$ cat config.mk
export PLATFORM = sky130hd
export DESIGN_NAME = data_memory_init
export DESIGN_NICKNAME = d
export VERILOG_FILES = /design/src/rtl/dmem_pkg.sv /design/src/rtl/dmem_array.sv /design/src/rtl/data_memory_init.sv
export SDC_FILE = /design/constraint.sdc
export NUM_CORES = 1
export LEC_CHECK = 0
export ABC_AREA = 1
export ABC_CLOCK_PERIOD_IN_PS = 2400
export CAP_MARGIN = 40
export CORE_UTILIZATION = 55
export DETAILED_ROUTE_END_ITERATION = 16
export HOLD_SLACK_MARGIN = 0.06
export PLACE_DENSITY = 0.74
export SLEW_MARGIN = 20
export SYNTH_ARGS = -nofsm -noshare
export SYNTH_HDL_FRONTEND = slang
export SYNTH_SLANG_ARGS = --single-unit
$ cat constraint.sdc
create_clock -name clk -period 2.4 [get_ports clk]
set_clock_uncertainty 0.2 [all_clocks]
set_input_delay 0.6 -clock clk [delete_from_list [all_inputs] [get_ports clk]]
set_output_delay 0.6 -clock clk [all_outputs]
set_load 0.05 [all_outputs]
$ cat src/rtl/dmem_pkg.sv
// rtl/dmem_pkg.sv - shared types and init-pattern helper for the data memory
package dmem_pkg;

  typedef enum logic [0:0] {INIT = 1'b0, IDLE = 1'b1} dmem_state_t;

  localparam int INIT_IDENTITY = 0;
  localparam int INIT_ZERO     = 1;

  // Returned at 32 bits; the caller truncates or zero-extends to its word width.
  function automatic logic [31:0] init_pattern(input int mode, input int idx);
    return (mode == INIT_ZERO) ? 32'd0 : 32'(idx);
  endfunction

endpackage

$ cat src/rtl/dmem_array.sv
// rtl/dmem_array.sv - storage with one synchronous write port and a read-first registered read
module dmem_array #(
  parameter int DATA_W = 4,
  parameter int ADDR_W = 4
) (
  input  logic              clk,
  input  logic              reset,
  input  logic [ADDR_W-1:0] i_add,
  input  logic              i_we,
  input  logic [DATA_W-1:0] i_wd,
  input  logic              i_re,
  output logic [DATA_W-1:0] o_rd
);

  localparam int DEPTH = 2 ** ADDR_W;

  logic [DATA_W-1:0] r_mem [DEPTH];
  logic [DATA_W-1:0] r_rd;

  // Contents are deliberately left out of reset; the init sweep rewrites them.
  always_ff @(posedge clk) begin
    if (i_we) begin
      r_mem[i_add] <= i_wd;
    end
  end

  // Sampling the array before this edge's write lands gives read-first collisions.
  always_ff @(posedge clk) begin
    if (!reset) begin
      r_rd <= '0;
    end else if (i_re) begin
      r_rd <= r_mem[i_add];
    end
  end

  assign o_rd = r_rd;

endmodule

$ cat src/rtl/data_memory_init.sv
// rtl/data_memory_init.sv - data memory with hardware init sweep, busy flag and registered read
module data_memory_init
  import dmem_pkg::*;
#(
  parameter int DATA_W    = 4,
  parameter int ADDR_W    = 4,
  parameter int INIT_MODE = INIT_IDENTITY
) (
  input  logic              clk,
  input  logic              reset,
  input  logic [ADDR_W-1:0] M_add,
  input  logic              M_we,
  input  logic              M_re,
  input  logic [DATA_W-1:0] M_wd,
  input  logic              M_init,
  output logic [DATA_W-1:0] M_rd,
  output logic              M_rvalid,
  output logic              M_busy
);

  localparam int                DEPTH     = 2 ** ADDR_W;
  localparam logic [ADDR_W-1:0] LAST_ADDR = ADDR_W'(DEPTH - 1);

  dmem_state_t       r_state;
  logic [ADDR_W-1:0] r_cnt;
  logic              r_rvalid;
  logic              r_busy;

  logic              w_sweep;
  logic              w_req_ok;
  logic              w_arr_we;
  logic              w_arr_re;
  logic [ADDR_W-1:0] w_arr_add;
  logic [DATA_W-1:0] w_arr_wd;
  logic [DATA_W-1:0] w_pattern;

  assign w_sweep   = (r_state == INIT);
  // A re-init request in IDLE wins over any access issued in the same cycle.
  assign w_req_ok  = (r_state == IDLE) && !M_init;
  assign w_pattern = DATA_W'(init_pattern(INIT_MODE, int'(r_cnt)));

  assign w_arr_we  = reset && (w_sweep || (w_req_ok && M_we));
  assign w_arr_re  = reset && w_req_ok && M_re;
  assign w_arr_add = w_sweep ? r_cnt : M_add;
  assign w_arr_wd  = w_sweep ? w_pattern : M_wd;

  always_ff @(posedge clk) begin
    if (!reset) begin
      r_state  <= INIT;
      r_cnt    <= '0;
      r_rvalid <= 1'b0;
      r_busy   <= 1'b1;
    end else if (r_state == INIT) begin
      r_rvalid <= 1'b0;
      r_cnt    <= r_cnt + ADDR_W'(1);
      if (r_cnt == LAST_ADDR) begin
        r_state <= IDLE;
        r_busy  <= 1'b0;
      end
    end else if (M_init) begin
      r_state  <= INIT;
      r_cnt    <= '0;
      r_busy   <= 1'b1;
      r_rvalid <= 1'b0;
    end else begin
      r_rvalid <= M_re;
    end
  end

  dmem_array #(
    .DATA_W (DATA_W),
    .ADDR_W (ADDR_W)
  ) u_array (
    .clk   (clk),
    .reset (reset),
    .i_add (w_arr_add),
    .i_we  (w_arr_we),
    .i_wd  (w_arr_wd),
    .i_re  (w_arr_re),
    .o_rd  (M_rd)
  );

  assign M_rvalid = r_rvalid;
  assign M_busy   = r_busy;

endmodule

==> results.toml <==
[outcome]
status = "finished, final reports clean"

[worst_setup_path]
arrival_ns = 1.52
cp_max_fo = 2
endpoint_kind = "primary output"
reg2reg_slack_ns = 0.27
crit_path_cell_trace = "clkdlybuf4s50_1"
start_kind = "flop"
crit_slowest_cell = "clkdlybuf4s50_1"
worstPathRequired_ns = 1.60
critPathBufInv = 1
criticalPathCategory = "reg2out"
cp_top_family = "buffers and inverters"
crit_path_max_incr_delay_ns = 0.83

[floorplan]
die_w_um = 79.9
core_area_um2 = 5680
io_pins = 19
rows = 27
initial_utilization_pct = 58.7
dieArea_um2 = 6380
fp.dieH_um = 79.9

[grt]
grt_overflow = 0
grt_pass1_vias = 2370
grt_pass1_wl_um = 11500
grt_use_total_pct = 25.5
antenna_found_initial = 0
grt_start_max_net_pins = 19

[job]
max-cap-violations = 0

[power_and_ir_drop]
total_power_mw = 2.77
power.density_nw_per_um2 = 682
p_leak_nw = 1.75
irDropWorstVdd_mv = 0.526

[timing]
maxSlewHeadroom_pct = 64.7
setup_viol = 0
clock.fmax_ghz = 0.432
finalCriticalPeriod_ns = 2.32
hold_slack_ns = 0.301
rsz0062_at_grt = "no"
finalCritPeriodShare_pct = 96.5
drv_slew = 0
hold_viol_final = 0
worst_pin_slew_ns = 0.528

[drt]
wl_um = 7500
route.vias.total = 2591
drcViolationCount = 0
ant_nets = 0
routedWlPerCell_um = 15.4
vias_per_cell = 5.33
drt_pre_antenna_iters = 4
drt_iter0_drc = 276

[logic_synthesis]
netlist_instances = 348
yosysWarnings = 0
syn-cell-area_um2 = 3330
synthTopCellsByArea = "edfxtp_1, nand2_1, nand3_1, dfxtp_1, nor2_1"
syn-num-nets = 362
synth_cell_types = 18
ys_ff_latch = 75
yosysSeqAreaShare_pct = 64.3
yosys.area.top_type = "edfxtp_1"
netlist.area_leader.share_pct = 57.7
syn_area_per_cell_um2 = 9.58

[final_layout]
final_cell_area_um2 = 4060
area_growth_pct = 21.8
antennaDiodeCount = 0
n_fill_cell = 443
final_nets = 423
drive_gt1_share_pct = 16.4

[cts]
ctsHoldBuffers = 0
ctsResizeCount = 0
ctsRootBufferMaster = "clkbuf_8"
numCtsBuffers = 9
cts.clk_slew.worst_paths_ns = 0.08
cts.path.max_buffers = 2
cts_tree = "built"
cts_setup_buffers = 0
numClockSinks = 75
clk_latency_ns = 0.35
htreeDepth = 3

[placement]
gp_congestion = 0.894
dp_hpwl_um = 5090
port-buffer-count = 18
dpl_cell_area_um2 = 3840

[hold_path]
hp-class = "reg2reg"
==> kinds of logic (layout without fill, tap and decap cells) <==
family	Yosys count	after routing	share of synthesized area, %
buffers and inverters	29	95	4.28
DFF	75	75	64.3
and+or+nand+nor	236	236	29.8
AOI/OAI and AO/OA	7	7	1.24
adders and majority gates	1	1	0.375
==> metal layers <==
metal / routed length, um / up-vias / track usage [%]
met2: 3640 / 65 / 41.2
met4: 142 / 0 / 8.57
met1: 3260 / 1247 / 33.0
met3: 455 / 14 / 7.31
met5: 0 / - / 0
li1: - / 1265 / -
==> path summary, 6_finish.rpt <==
path,start,end,cells after the start
worst min register to register,M_busy,M_busy,1
worst max-delay path,M_busy,M_busy,1
worst max register to register,r_state,u_array.r_mem[8][0],6
worst min-delay path,M_busy,M_busy,1
==> layout by cell type (no fill, tap or decap), drive strengths merged <==
cell type / netlist / layout
clkdlybuf4s50: 0 / 18
a21oi: 3 / 3
inv: 20 / 20
clkbuf: 0 / 10
dfxtp: 11 / 11
nor2: 32 / 32
o21ai: 2 / 2
buf: 9 / 41
nand2: 157 / 157
a211oi: 1 / 1
ha: 1 / 1
bufinv: 0 / 2
edfxtp: 64 / 64
nand3: 45 / 45
nor3: 2 / 2
a31o: 1 / 1
clkinv: 0 / 4
==> state kept, by name, summed over array words and instances (netlist names) <==
register,count
r_cnt,4
u_array.r_mem,64
M_rvalid,1
u_array.o_rd,4
r_state,1
M_busy,1
==> area by class of cell <==
type | instances | area, um2 | area share (%)
sequential | 75 | 2140 | 52.8
clock inverter | 6 | 78.8 | 1.94
clock buffer | 10 | 138 | 3.39
inverter | 20 | 75.1 | 1.85
timing repair buffer | 59 | 488 | 12.0
tap | 72 | 90.1 | 2.22
multi-input combinational | 244 | 1050 | 25.8
==> cells in the mapped netlist, drive strengths merged <==
master and n:
nand2 157, nor2 32, a211oi 1, o21ai 2, dfxtp 11, a21oi 3
nand3 45, a31o 1, nor3 2, ha 1, inv 20, buf 9
edfxtp 64
==> worst reg2reg max path, delay by kind of cell, from the launching register on <==
| family | cells | cell delay, ns |
|---|---|---|
| simple gates | 4 | 0.83 |
| flops | 1 | 0.48 |
| buf+inv | 2 | 0.29 |
==> per-stage QoR <==
step                std cells  util [%]  worst slack, ns  TNS (ns)
CTS                       486      71.5           0.0751         0
global route              486      71.5           0.0437         0
global placement          470      67.7           -0.115     -2.59
detailed placement        470      67.7           -0.169     -4.85
floorplan                 348         -            0.466         0
finish                    486      71.5           0.0840         0
==> power by group <==
part | internal, mW | leakage, nW | switching [mW]
combinational | 0.103 | 0.946 | 0.173
sequential | 1.44 | 0.689 | 0.00820
clock | 0.605 | 0.113 | 0.445
(Power assumes the default switching activity.)
